### config.mk
export PLATFORM = sky130hd
export DESIGN_NAME = stopwatch_display
export DESIGN_NICKNAME = d
export VERILOG_FILES = /design/src/rtl/stopwatch_pkg.sv /design/src/rtl/seven_seg_decode.sv /design/src/rtl/stopwatch_display.sv
export SDC_FILE = /design/constraint.sdc
export NUM_CORES = 1
export LEC_CHECK = 0
export ABC_AREA = 1
export BUFFER_PORTS_ARGS = -buffer_cell sky130_fd_sc_hd__buf_2
export CORE_MARGIN = 5
export CORE_UTILIZATION = 56
export CTS_BUF_LIST = sky130_fd_sc_hd__clkbuf_8
export CTS_CLUSTER_DIAMETER = 80
export DETAILED_ROUTE_END_ITERATION = 7
export GPL_ROUTABILITY_DRIVEN = 0
export HOLD_SLACK_MARGIN = 0.06
export PLACE_DENSITY = 0.78
export SYNTH_ARGS = -nofsm -noshare
export SYNTH_HDL_FRONTEND = slang
export SYNTH_SLANG_ARGS = --single-unit
### constraint.sdc
create_clock -name clk -period 2.4 [get_ports clk]
set_input_delay 0.12 -clock clk [delete_from_list [all_inputs] [get_ports clk]]
set_output_delay 0.12 -clock clk [all_outputs]
set_load 0.02 [all_outputs]
### src/rtl/stopwatch_pkg.sv
// Shared types and constants for the stopwatch display back end:
// conversion FSM states, conversion/digit sizes and seven-segment patterns.
package stopwatch_pkg;

  typedef enum logic [1:0] {
    IDLE,
    DIV,
    BCD,
    LOAD
  } conv_state_e;

  localparam int CONV_LEN   = 32;
  localparam int NUM_DIGITS = 4;

  // Active-low segment patterns, bit order {g,f,e,d,c,b,a}
  localparam logic [6:0] SEG_BLANK = 7'b1111111;
  localparam logic [6:0] SEG_0     = 7'b1000000;
  localparam logic [6:0] SEG_1     = 7'b1111001;
  localparam logic [6:0] SEG_2     = 7'b0100100;
  localparam logic [6:0] SEG_3     = 7'b0110000;
  localparam logic [6:0] SEG_4     = 7'b0011001;
  localparam logic [6:0] SEG_5     = 7'b0010010;
  localparam logic [6:0] SEG_6     = 7'b0000010;
  localparam logic [6:0] SEG_7     = 7'b1111000;
  localparam logic [6:0] SEG_8     = 7'b0000000;
  localparam logic [6:0] SEG_9     = 7'b0010000;

endpackage

### src/rtl/seven_seg_decode.sv
// Combinational BCD nibble to active-low seven-segment decoder.
// Non-decimal nibbles light nothing.
module seven_seg_decode
  import stopwatch_pkg::*;
(
  input  logic [3:0] nibble_i,
  output logic [6:0] seg_o
);

  always_comb begin
    seg_o = SEG_BLANK;
    case (nibble_i)
      4'd0:    seg_o = SEG_0;
      4'd1:    seg_o = SEG_1;
      4'd2:    seg_o = SEG_2;
      4'd3:    seg_o = SEG_3;
      4'd4:    seg_o = SEG_4;
      4'd5:    seg_o = SEG_5;
      4'd6:    seg_o = SEG_6;
      4'd7:    seg_o = SEG_7;
      4'd8:    seg_o = SEG_8;
      4'd9:    seg_o = SEG_9;
      default: seg_o = SEG_BLANK;
    endcase
  end

endmodule

### src/rtl/stopwatch_display.sv
// Stopwatch display back end: cycle count -> centiseconds (restoring divider)
// -> 4 BCD digits (double-dabble) -> multiplexed active-low 7-segment display.
module stopwatch_display
  import stopwatch_pkg::*;
#(
  parameter int unsigned CYC_PER_CS = 1_000_000,
  parameter int unsigned SCAN_CYC   = 100_000
) (
  input  logic        clk,
  input  logic        rst_n,
  input  logic [31:0] count_i,
  output logic [15:0] bcd_o,
  output logic        upd_o,
  output logic [3:0]  an_o,
  output logic [6:0]  seg_o,
  output logic        dp_o
);

  localparam logic [32:0] DIVISOR  = {1'b0, 32'(CYC_PER_CS)};
  localparam logic [4:0]  LAST_BIT = 5'(CONV_LEN - 1);
  localparam logic [31:0] SCAN_MAX = 32'(SCAN_CYC - 1);

  conv_state_e state_q, state_d;
  logic [31:0] sample_q, sample_d;
  logic [31:0] quot_q, quot_d;
  logic [32:0] rem_q, rem_d;
  logic [4:0]  bitCnt_q, bitCnt_d;
  logic [15:0] bcdWork_q, bcdWork_d;
  logic [15:0] bcd_q, bcd_d;
  logic        upd_q, upd_d;

  logic [32:0] trial;
  logic [15:0] bcdAdj;

  logic [31:0] scanCnt_q, scanCnt_d;
  logic [1:0]  digitIdx_q, digitIdx_d;
  logic [3:0]  an_q, an_d;
  logic [6:0]  seg_q, seg_d;
  logic        dp_q, dp_d;
  logic [3:0]  nibble;
  logic [6:0]  segRaw;

  always_ff @(posedge clk or negedge rst_n) begin
    if (!rst_n) begin
      state_q   <= IDLE;
      sample_q  <= '0;
      quot_q    <= '0;
      rem_q     <= '0;
      bitCnt_q  <= '0;
      bcdWork_q <= '0;
      bcd_q     <= '0;
      upd_q     <= 1'b0;
    end else begin
      state_q   <= state_d;
      sample_q  <= sample_d;
      quot_q    <= quot_d;
      rem_q     <= rem_d;
      bitCnt_q  <= bitCnt_d;
      bcdWork_q <= bcdWork_d;
      bcd_q     <= bcd_d;
      upd_q     <= upd_d;
    end
  end

  // Double-dabble correction: every digit >= 5 gets +3 before the shift.
  // Carries out of the top digit are dropped, giving quotient mod 10000.
  always_comb begin
    bcdAdj = bcdWork_q;
    for (int i = 0; i < NUM_DIGITS; i++) begin
      if (bcdWork_q[i*4 +: 4] >= 4'd5) begin
        bcdAdj[i*4 +: 4] = bcdWork_q[i*4 +: 4] + 4'd3;
      end
    end
  end

  assign trial = {rem_q[31:0], sample_q[31]};

  always_comb begin
    state_d   = state_q;
    sample_d  = sample_q;
    quot_d    = quot_q;
    rem_d     = rem_q;
    bitCnt_d  = bitCnt_q;
    bcdWork_d = bcdWork_q;
    bcd_d     = bcd_q;
    upd_d     = 1'b0;
    case (state_q)
      IDLE: begin
        sample_d = count_i;
        quot_d   = '0;
        rem_d    = '0;
        bitCnt_d = '0;
        state_d  = DIV;
      end
      DIV: begin
        sample_d = {sample_q[30:0], 1'b0};
        if (trial >= DIVISOR) begin
          rem_d  = trial - DIVISOR;
          quot_d = {quot_q[30:0], 1'b1};
        end else begin
          rem_d  = trial;
          quot_d = {quot_q[30:0], 1'b0};
        end
        bitCnt_d = bitCnt_q + 5'd1;
        if (bitCnt_q == LAST_BIT) begin
          bitCnt_d  = '0;
          bcdWork_d = '0;
          state_d   = BCD;
        end
      end
      BCD: begin
        bcdWork_d = {bcdAdj[14:0], quot_q[31]};
        quot_d    = {quot_q[30:0], 1'b0};
        bitCnt_d  = bitCnt_q + 5'd1;
        if (bitCnt_q == LAST_BIT) begin
          bitCnt_d = '0;
          state_d  = LOAD;
        end
      end
      LOAD: begin
        bcd_d   = bcdWork_q;
        upd_d   = 1'b1;
        state_d = IDLE;
      end
      default: state_d = IDLE;
    endcase
  end

  // Display outputs are computed from the next digit index so they
  // change on the same edge as the index itself.
  always_comb begin
    scanCnt_d  = scanCnt_q + 32'd1;
    digitIdx_d = digitIdx_q;
    if (scanCnt_q >= SCAN_MAX) begin
      scanCnt_d  = '0;
      digitIdx_d = digitIdx_q + 2'd1;
    end
    case (digitIdx_d)
      2'd0:    nibble = bcd_q[3:0];
      2'd1:    nibble = bcd_q[7:4];
      2'd2:    nibble = bcd_q[11:8];
      default: nibble = bcd_q[15:12];
    endcase
    an_d  = ~(4'b0001 << digitIdx_d);
    seg_d = segRaw;
    if (digitIdx_d == 2'd3 && bcd_q[15:12] == 4'd0) begin
      seg_d = SEG_BLANK;
    end
    dp_d = (digitIdx_d != 2'd2);
  end

  seven_seg_decode u_decode (
    .nibble_i (nibble),
    .seg_o    (segRaw)
  );

  always_ff @(posedge clk or negedge rst_n) begin
    if (!rst_n) begin
      scanCnt_q  <= '0;
      digitIdx_q <= '0;
      an_q       <= 4'b1110;
      seg_q      <= SEG_0;
      dp_q       <= 1'b1;
    end else begin
      scanCnt_q  <= scanCnt_d;
      digitIdx_q <= digitIdx_d;
      an_q       <= an_d;
      seg_q      <= seg_d;
      dp_q       <= dp_d;
    end
  end

  assign bcd_o = bcd_q;
  assign upd_o = upd_q;
  assign an_o  = an_q;
  assign seg_o = seg_q;
  assign dp_o  = dp_q;

endmodule

==> results of run 1 <==
==> per-stage QoR <==
step / area [um2] / power, W / TNS [ns]
final: 10100 / 0.00676 / 0
after global placement: 9240 / 0.00442 / 0
after floorplan: 8650 / 0.00412 / 0
after global routing: 10100 / 0.00710 / -0.0310
after detailed placement: 9240 / 0.00443 / 0
after CTS: 10000 / 0.00677 / 0
==> cell usage in the layout, fill, tap and decap left out, types with 17 or more instances in the layout <==
| cell type | netlist | layout |
|---|---|---|
| o221ai_1 | 23 | 23 |
| buf_2 | 2 | 61 |
| dfrtp_1 | 177 | 177 |
| clkbuf_8 | 0 | 17 |
| ha_1 | 21 | 19 |
| nand3_1 | 87 | 85 |
| a21oi_1 | 40 | 40 |
| nand2_1 | 89 | 88 |
| o22ai_1 | 55 | 55 |
| inv_1 | 166 | 164 |
| o21ai_0 | 67 | 67 |
| buf_4 | 1 | 28 |
| nor2_1 | 93 | 90 |
| dlygate4sd3_1 | 0 | 33 |
==> critical path: cells and delay by family (launching register included) <==
kind                       cells  cell delay, ns
AOI/OAI and AO/OA              1            0.13
DFF                            1            0.38
and+or+nand+nor               14            1.20
buffers and inverters          1            0.06
adders and majority gates      2            0.37
==> layout make-up <==
class | count | area (um2)
clock inverters | 15 | 218
repair buffers | 125 | 897
well taps | 188 | 235
multi-input cells | 592 | 3360
fillers | 1148 | 5030
clock buffers | 17 | 234
inverters | 169 | 634
flip-flops and latches | 181 | 4530
==> what timing repair did <==
action                     4_1_cts  5_1_grt
buffers inserted                 0        6
hold buffers                    33        0
hold endpoints to repair       193        0
setup endpoints to repair        0       17
resized for setup                0       12
==> kinds of logic after synthesis <==
kind of cell	Yosys count	share of synthesized area
AOI/OAI and AO/OA	214	0.155
DFF	181	0.528
other	1	0.000436
buffers and inverters	208	0.0933
adders and majority gates	21	0.0306
xor gates and xnor gates	15	0.0153
and+or+nand+nor	327	0.178
==> flip-flops by register name, indices dropped and copies added (netlist names), 4 cells and up <==
register   cells
bcdWork_q     16
bcd_o         16
seg_o          7
bitCnt_q       5
rem_q         32
quot_q        32
an_o           4
sample_q      32
scanCnt_q     32
==> power breakdown <==
group / switching (W) / internal (W)
sequential: 0.000212 / 0.00327
combinational: 0.000606 / 0.000366
clock: 0.00114 / 0.00116
total: 0.00196 / 0.00480
==> path summary, 6_finish.rpt <==
path | startpoint | endpoint | slack [ns] | depth (start not counted)
max | scanCnt_q[0] | seg_o[5] | 0.13 | 18
min | rst_n | scanCnt_q[11] | 0.15 | 2
max reg2reg | scanCnt_q[0] | seg_o[5] | 0.13 | 18
min reg2reg | sample_q[8] | sample_q[8] | 0.50 | 2
max in group asynchronous | rst_n | an_o[3] | 1.55 | 3
min in group clk | count_i[21] | sample_q[21] | 0.44 | 4
==> per-layer routing <==
| metal | GRT usage | wire [um] |
|---|---|---|
| met1 | 0.271 | 7800 |
| met2 | 0.333 | 8650 |
| met5 | 0 | 0 |
| met3 | 0.0450 | 928 |
| met4 | 0.0571 | 281 |
==> results.sh, run 1 <==
export IMPL_tritoncts="yes"
export IMPL_synth_most_common_cell="dfrtp_1"
export IMPL_dp_cells=1216
export IMPL_synth_cell_area_um2=8590
export IMPL_synth_top_area_frac=0.515
export IMPL_overflow=0
export IMPL_cellPowerDensity_nw_per_um2=668
export IMPL_io_pin_count=63
export IMPL_synth_area_leader_cell="dfrtp_1"
export IMPL_antenna_left=0
export IMPL_clock_sinks=181
export IMPL_synth_area_leaders="dfrtp_1, inv_1, nand3_1"
export IMPL_drv_slew=0
export IMPL_cpPeakStageDelay_ns=0.38
export IMPL_clkLatencyLatePin_ns=0.46
export IMPL_ys_ff_latch=181
export IMPL_synth_edf_count=0
export IMPL_fin_nets=1141
export IMPL_synthCells=967
export IMPL_drt_vias_per_instance=5.45
export IMPL_setup_slack_ns=0.130
export IMPL_postSynth_asyncResetShare=1.00
export IMPL_post_drt_wl_per_cell_um=13.7
export IMPL_arrival_ns=2.62
export IMPL_cap_viol_max_count=0
export IMPL_path_max_fanout=5
export IMPL_hpwl_mm=11.7
export IMPL_timing_hold_ws_ns=0.149
export IMPL_die_area_um2=17900
export IMPL_relSlewSlack=0.668
export IMPL_worstSetupEndpointType="flip-flop"
export IMPL_max_freq_ghz=0.440
export IMPL_rows=45
export IMPL_crit_slowest_cell="dfrtp_1"
export IMPL_instances_no_fill=1287
export IMPL_ys_types=51
export IMPL_status="finished, final reports clean"
export IMPL_final_setup_viol_count=0
export IMPL_hp_class="input port to async pin"
export IMPL_drtIter0Drc=457
export IMPL_crit_type="flip-flop to flip-flop"
export IMPL_wl_mm=17.7
export IMPL_area_growth_pct=17.7
export IMPL_via_count=7009
export IMPL_synthTopCellsByCount="dfrtp_1, inv_1, nor2_1"
export IMPL_start_kind="flip-flop"
export IMPL_first_global_vias=6631
export IMPL_drive_gt1_frac=0.153
export IMPL_cp_common_cell="nand2_1"
export IMPL_clock_root_buffer="clkbuf_8"
export IMPL_grt_max_degree=76
export IMPL_synth_top_flop_cell="dfrtp_1"
export IMPL_antennaDiodeCount=0
export IMPL_timing_final_crit_share=0.946
export IMPL_grt_total_usage=0.202
export IMPL_min_period_ns=2.27
export IMPL_cts_reportedPaths_clkPinSlew_ns=0.10
export IMPL_hold_viol=0
export IMPL_avgSynthCellArea_um2=8.89
export IMPL_ir_drop_mv=0.669
export IMPL_grt_pass1_wl_mm=30.0
export IMPL_dr_pass1_iters=5
export IMPL_cts_buffers=17
export IMPL_pre_cts_slack_ns=0.0561
export IMPL_drc=0
export IMPL_finClkSkew_ns=0.0112
export IMPL_initial_core_util=0.567
export IMPL_max_slew_worst_pin_slew_ns=0.493
export IMPL_die_y_um=134
export IMPL_yosys_warnings=0
export IMPL_die_w_um=134
export IMPL_core_um2=15100
export IMPL_cts_htree_levels=4
export IMPL_port_buffer_count=62
export IMPL_utilization=0.668
export IMPL_cts_buffer_depth=2
export IMPL_crit_chain="ha_2, nand3_2, o21ai_1, nand2_1, nand2_2, nand2_4, nand2_8, nand2_1, nand2_2, nor2_2, nand2_1, nand3_2, nand2_2, inv_2, ha_1, nand3b_1, nand3_1, nand2_1"
export IMPL_antenna_found_initial=0
export IMPL_cp_required_ns=2.75
export IMPL_synth_seq_area_share=0.528
export IMPL_p_leak_nw=4.66
Note: power is estimated with default switching activity, not from simulation.
==> run 2, diff against run 1 <==
--- a/config.mk
+++ b/config.mk
@@ -8,13 +8,12 @@
 export ABC_AREA = 1
 export BUFFER_PORTS_ARGS = -buffer_cell sky130_fd_sc_hd__buf_2
 export CORE_MARGIN = 5
-export CORE_UTILIZATION = 56
-export CTS_BUF_LIST = sky130_fd_sc_hd__clkbuf_8
+export CORE_UTILIZATION = 54
 export CTS_CLUSTER_DIAMETER = 80
 export DETAILED_ROUTE_END_ITERATION = 7
 export GPL_ROUTABILITY_DRIVEN = 0
 export HOLD_SLACK_MARGIN = 0.06
-export PLACE_DENSITY = 0.78
+export PLACE_DENSITY = 0.76
 export SYNTH_ARGS = -nofsm -noshare
 export SYNTH_HDL_FRONTEND = slang
 export SYNTH_SLANG_ARGS = --single-unit
==> run 2 against run 1 <==
Effect of this change: fmax grew 0.20%; hold slack gained 0.12 ns; routed wire length grew 5.8%; non-clock buffer count shrank 3; largest power group unchanged; largest cell class unchanged; register-to-register slack is essentially flat; power grew 6.8%; first-iteration DRC count grew 18%; global-route usage grew 0.83 points; critical endpoint is now seg_o[3]; utilization shrank 1.0 points; cell count grew 1.9%; design area grew 2.6%; sequential cell count is the same.
==> results.sh, run 2 (synthesis gave the netlist of run 1 again) <==
export IMPL_path_delay_family="simple AND/OR/NAND/NOR gates"
export IMPL_critPathLaunch="scanCnt_q[0]"
export IMPL_drt_vias_per_instance=5.41
export IMPL_dr_pass1_iters=5
export IMPL_start_kind="flip-flop"
export IMPL_max_freq_ghz=0.441
export IMPL_max_slew_worst_pin_slew_ns=0.706
export IMPL_r2r_start="scanCnt_q[0]"
export IMPL_antenna_left=0
export IMPL_hp_class="input port to async pin"
export IMPL_antenna_found_initial=0
export IMPL_port_buffer_count=62
export IMPL_status="finished, final reports clean"
export IMPL_via_count=7098
export IMPL_grt_max_degree=76
export IMPL_final_setup_viol_count=0
export IMPL_arrival_ns=2.60
export IMPL_grt_total_usage=0.210
export IMPL_final_common_cell="dfrtp_1"
export IMPL_instances_no_fill=1312
export IMPL_hold_viol=0
export IMPL_cts_buffers=17
export IMPL_die_w_um=136
export IMPL_timing_final_crit_share=0.944
export IMPL_ir_drop_mv=0.547
export IMPL_rsz0062_at_grt="yes"
export IMPL_fin_nets=1138
export IMPL_finClkSkew_ns=0.0169
export IMPL_crit_slowest_cell="dfrtp_1"
export IMPL_cts_buffer_depth=2
export IMPL_post_drt_wl_per_cell_um=14.2
export IMPL_area_growth_pct=20.7
export IMPL_cellPowerDensity_nw_per_um2=696
export IMPL_crit_type="flip-flop to flip-flop"
export IMPL_cp_common_cell="nand2_4"
export IMPL_die_y_um=136
export IMPL_clock_sinks=181
export IMPL_die_area_um2=18500
export IMPL_p_leak_nw=4.70
export IMPL_initial_core_util=0.545
export IMPL_hpwl_mm=11.7
export IMPL_min_period_ns=2.27
export IMPL_cap_viol_max_count=0
export IMPL_rows=46
export IMPL_dp_cells=1240
export IMPL_core_um2=15800
export IMPL_seqCellArea_um2=4530
export IMPL_overflow=0
export IMPL_path_buf_inv=0
export IMPL_grt_pass1_wl_mm=31.8
export IMPL_drc=0
export IMPL_tritoncts="yes"
export IMPL_tns_ns=0
export IMPL_drv_slew=0
export IMPL_cts_htree_levels=4
export IMPL_fillers=1224
export IMPL_path_max_fanout=7
export IMPL_cp_required_ns=2.73
export IMPL_cpPeakStageDelay_ns=0.41
export IMPL_final_cell_mix="dfrtp_1, inv_1, nor2_1"
export IMPL_io_pin_count=63
export IMPL_crit_chain="ha_4, nand3_4, o21ai_2, nand2_1, nand2_2, nand2_4, nand2_8, nand2_4, nand2_4, nor2_4, nand2_1, o21ai_4, nand2_4, a21boi_4, nand2_1"
export IMPL_multi_input_area_um2=3460
export IMPL_relSlewSlack=0.529
export IMPL_wl_mm=18.7
export IMPL_first_global_vias=6846
export IMPL_drive_gt1_frac=0.161
export IMPL_drtIter0Drc=538
export IMPL_clock_root_buffer="clkbuf_16"
export IMPL_cts_reportedPaths_clkPinSlew_ns=0.07
export IMPL_antennaDiodeCount=0
export IMPL_clkLatencyLatePin_ns=0.44
export IMPL_worstSetupEndpointType="flip-flop"
-- run 2: path summary, 6_finish.rpt --
kind | to | slack (ns) | cells after the start
max in group asynchronous | an_o[1] | 1.42 | 3
min in group clk | sample_q[26] | 0.45 | 4
worst min-delay path | scanCnt_q[18] | 0.27 | 2
worst max-delay path | seg_o[3] | 0.13 | 15
worst max register to register | seg_o[3] | 0.13 | 15
worst min register to register | sample_q[24] | 0.50 | 2
-- run 2: per-layer routing --
layer	wire (um)	vias to the layer above	GRT usage
li1	-	3455	-
met1	7980	3391	0.277
met2	9300	203	0.351
met3	980	49	0.0400
met4	423	0	0.0705
met5	0	-	0
-- run 2: report_power, final --
| group | switching, W | internal [W] | total, W |
|---|---|---|---|
| Sequential | 0.000222 | 0.00327 | 0.00349 |
| Combinational | 0.000615 | 0.000352 | 0.000967 |
| Clock | 0.00128 | 0.00147 | 0.00276 |
| Total | 0.00212 | 0.00510 | 0.00722 |
-- run 2: what timing repair did --
item                                    in CTS  in global routing
endpoints found under the hold margin       98                  0
gates resized for setup                      0                 38
endpoints found under the setup margin       0                 15
setup buffers                                0                  7
hold buffers                                33                  0
-- run 2: layout make-up --
cell class	instances	share of cell area
sequential	181	0.437
multi-input combinational	592	0.333
timing repair buffer	122	0.0855
inverter	169	0.0617
clock buffer	17	0.0410
tap	216	0.0260
clock inverter	15	0.0152
-- run 2: stage by stage --
| step | util | instance area, um2 | total power, W | setup slack (ns) | hold WS (ns) |
|---|---|---|---|---|---|
| after floorplan | - | 8650 | 0.00412 | 0.178 | -0.176 |
| after detailed placement | 0.587 | 9250 | 0.00442 | 0.0348 | 0.173 |
| after CTS | 0.645 | 10200 | 0.00723 | 0.0152 | 0.284 |
| final | 0.658 | 10400 | 0.00722 | 0.134 | 0.265 |
| after global routing | 0.658 | 10400 | 0.00757 | -0.00746 | 0.315 |
| after global placement | 0.587 | 9250 | 0.00441 | 0.148 | 0.165 |
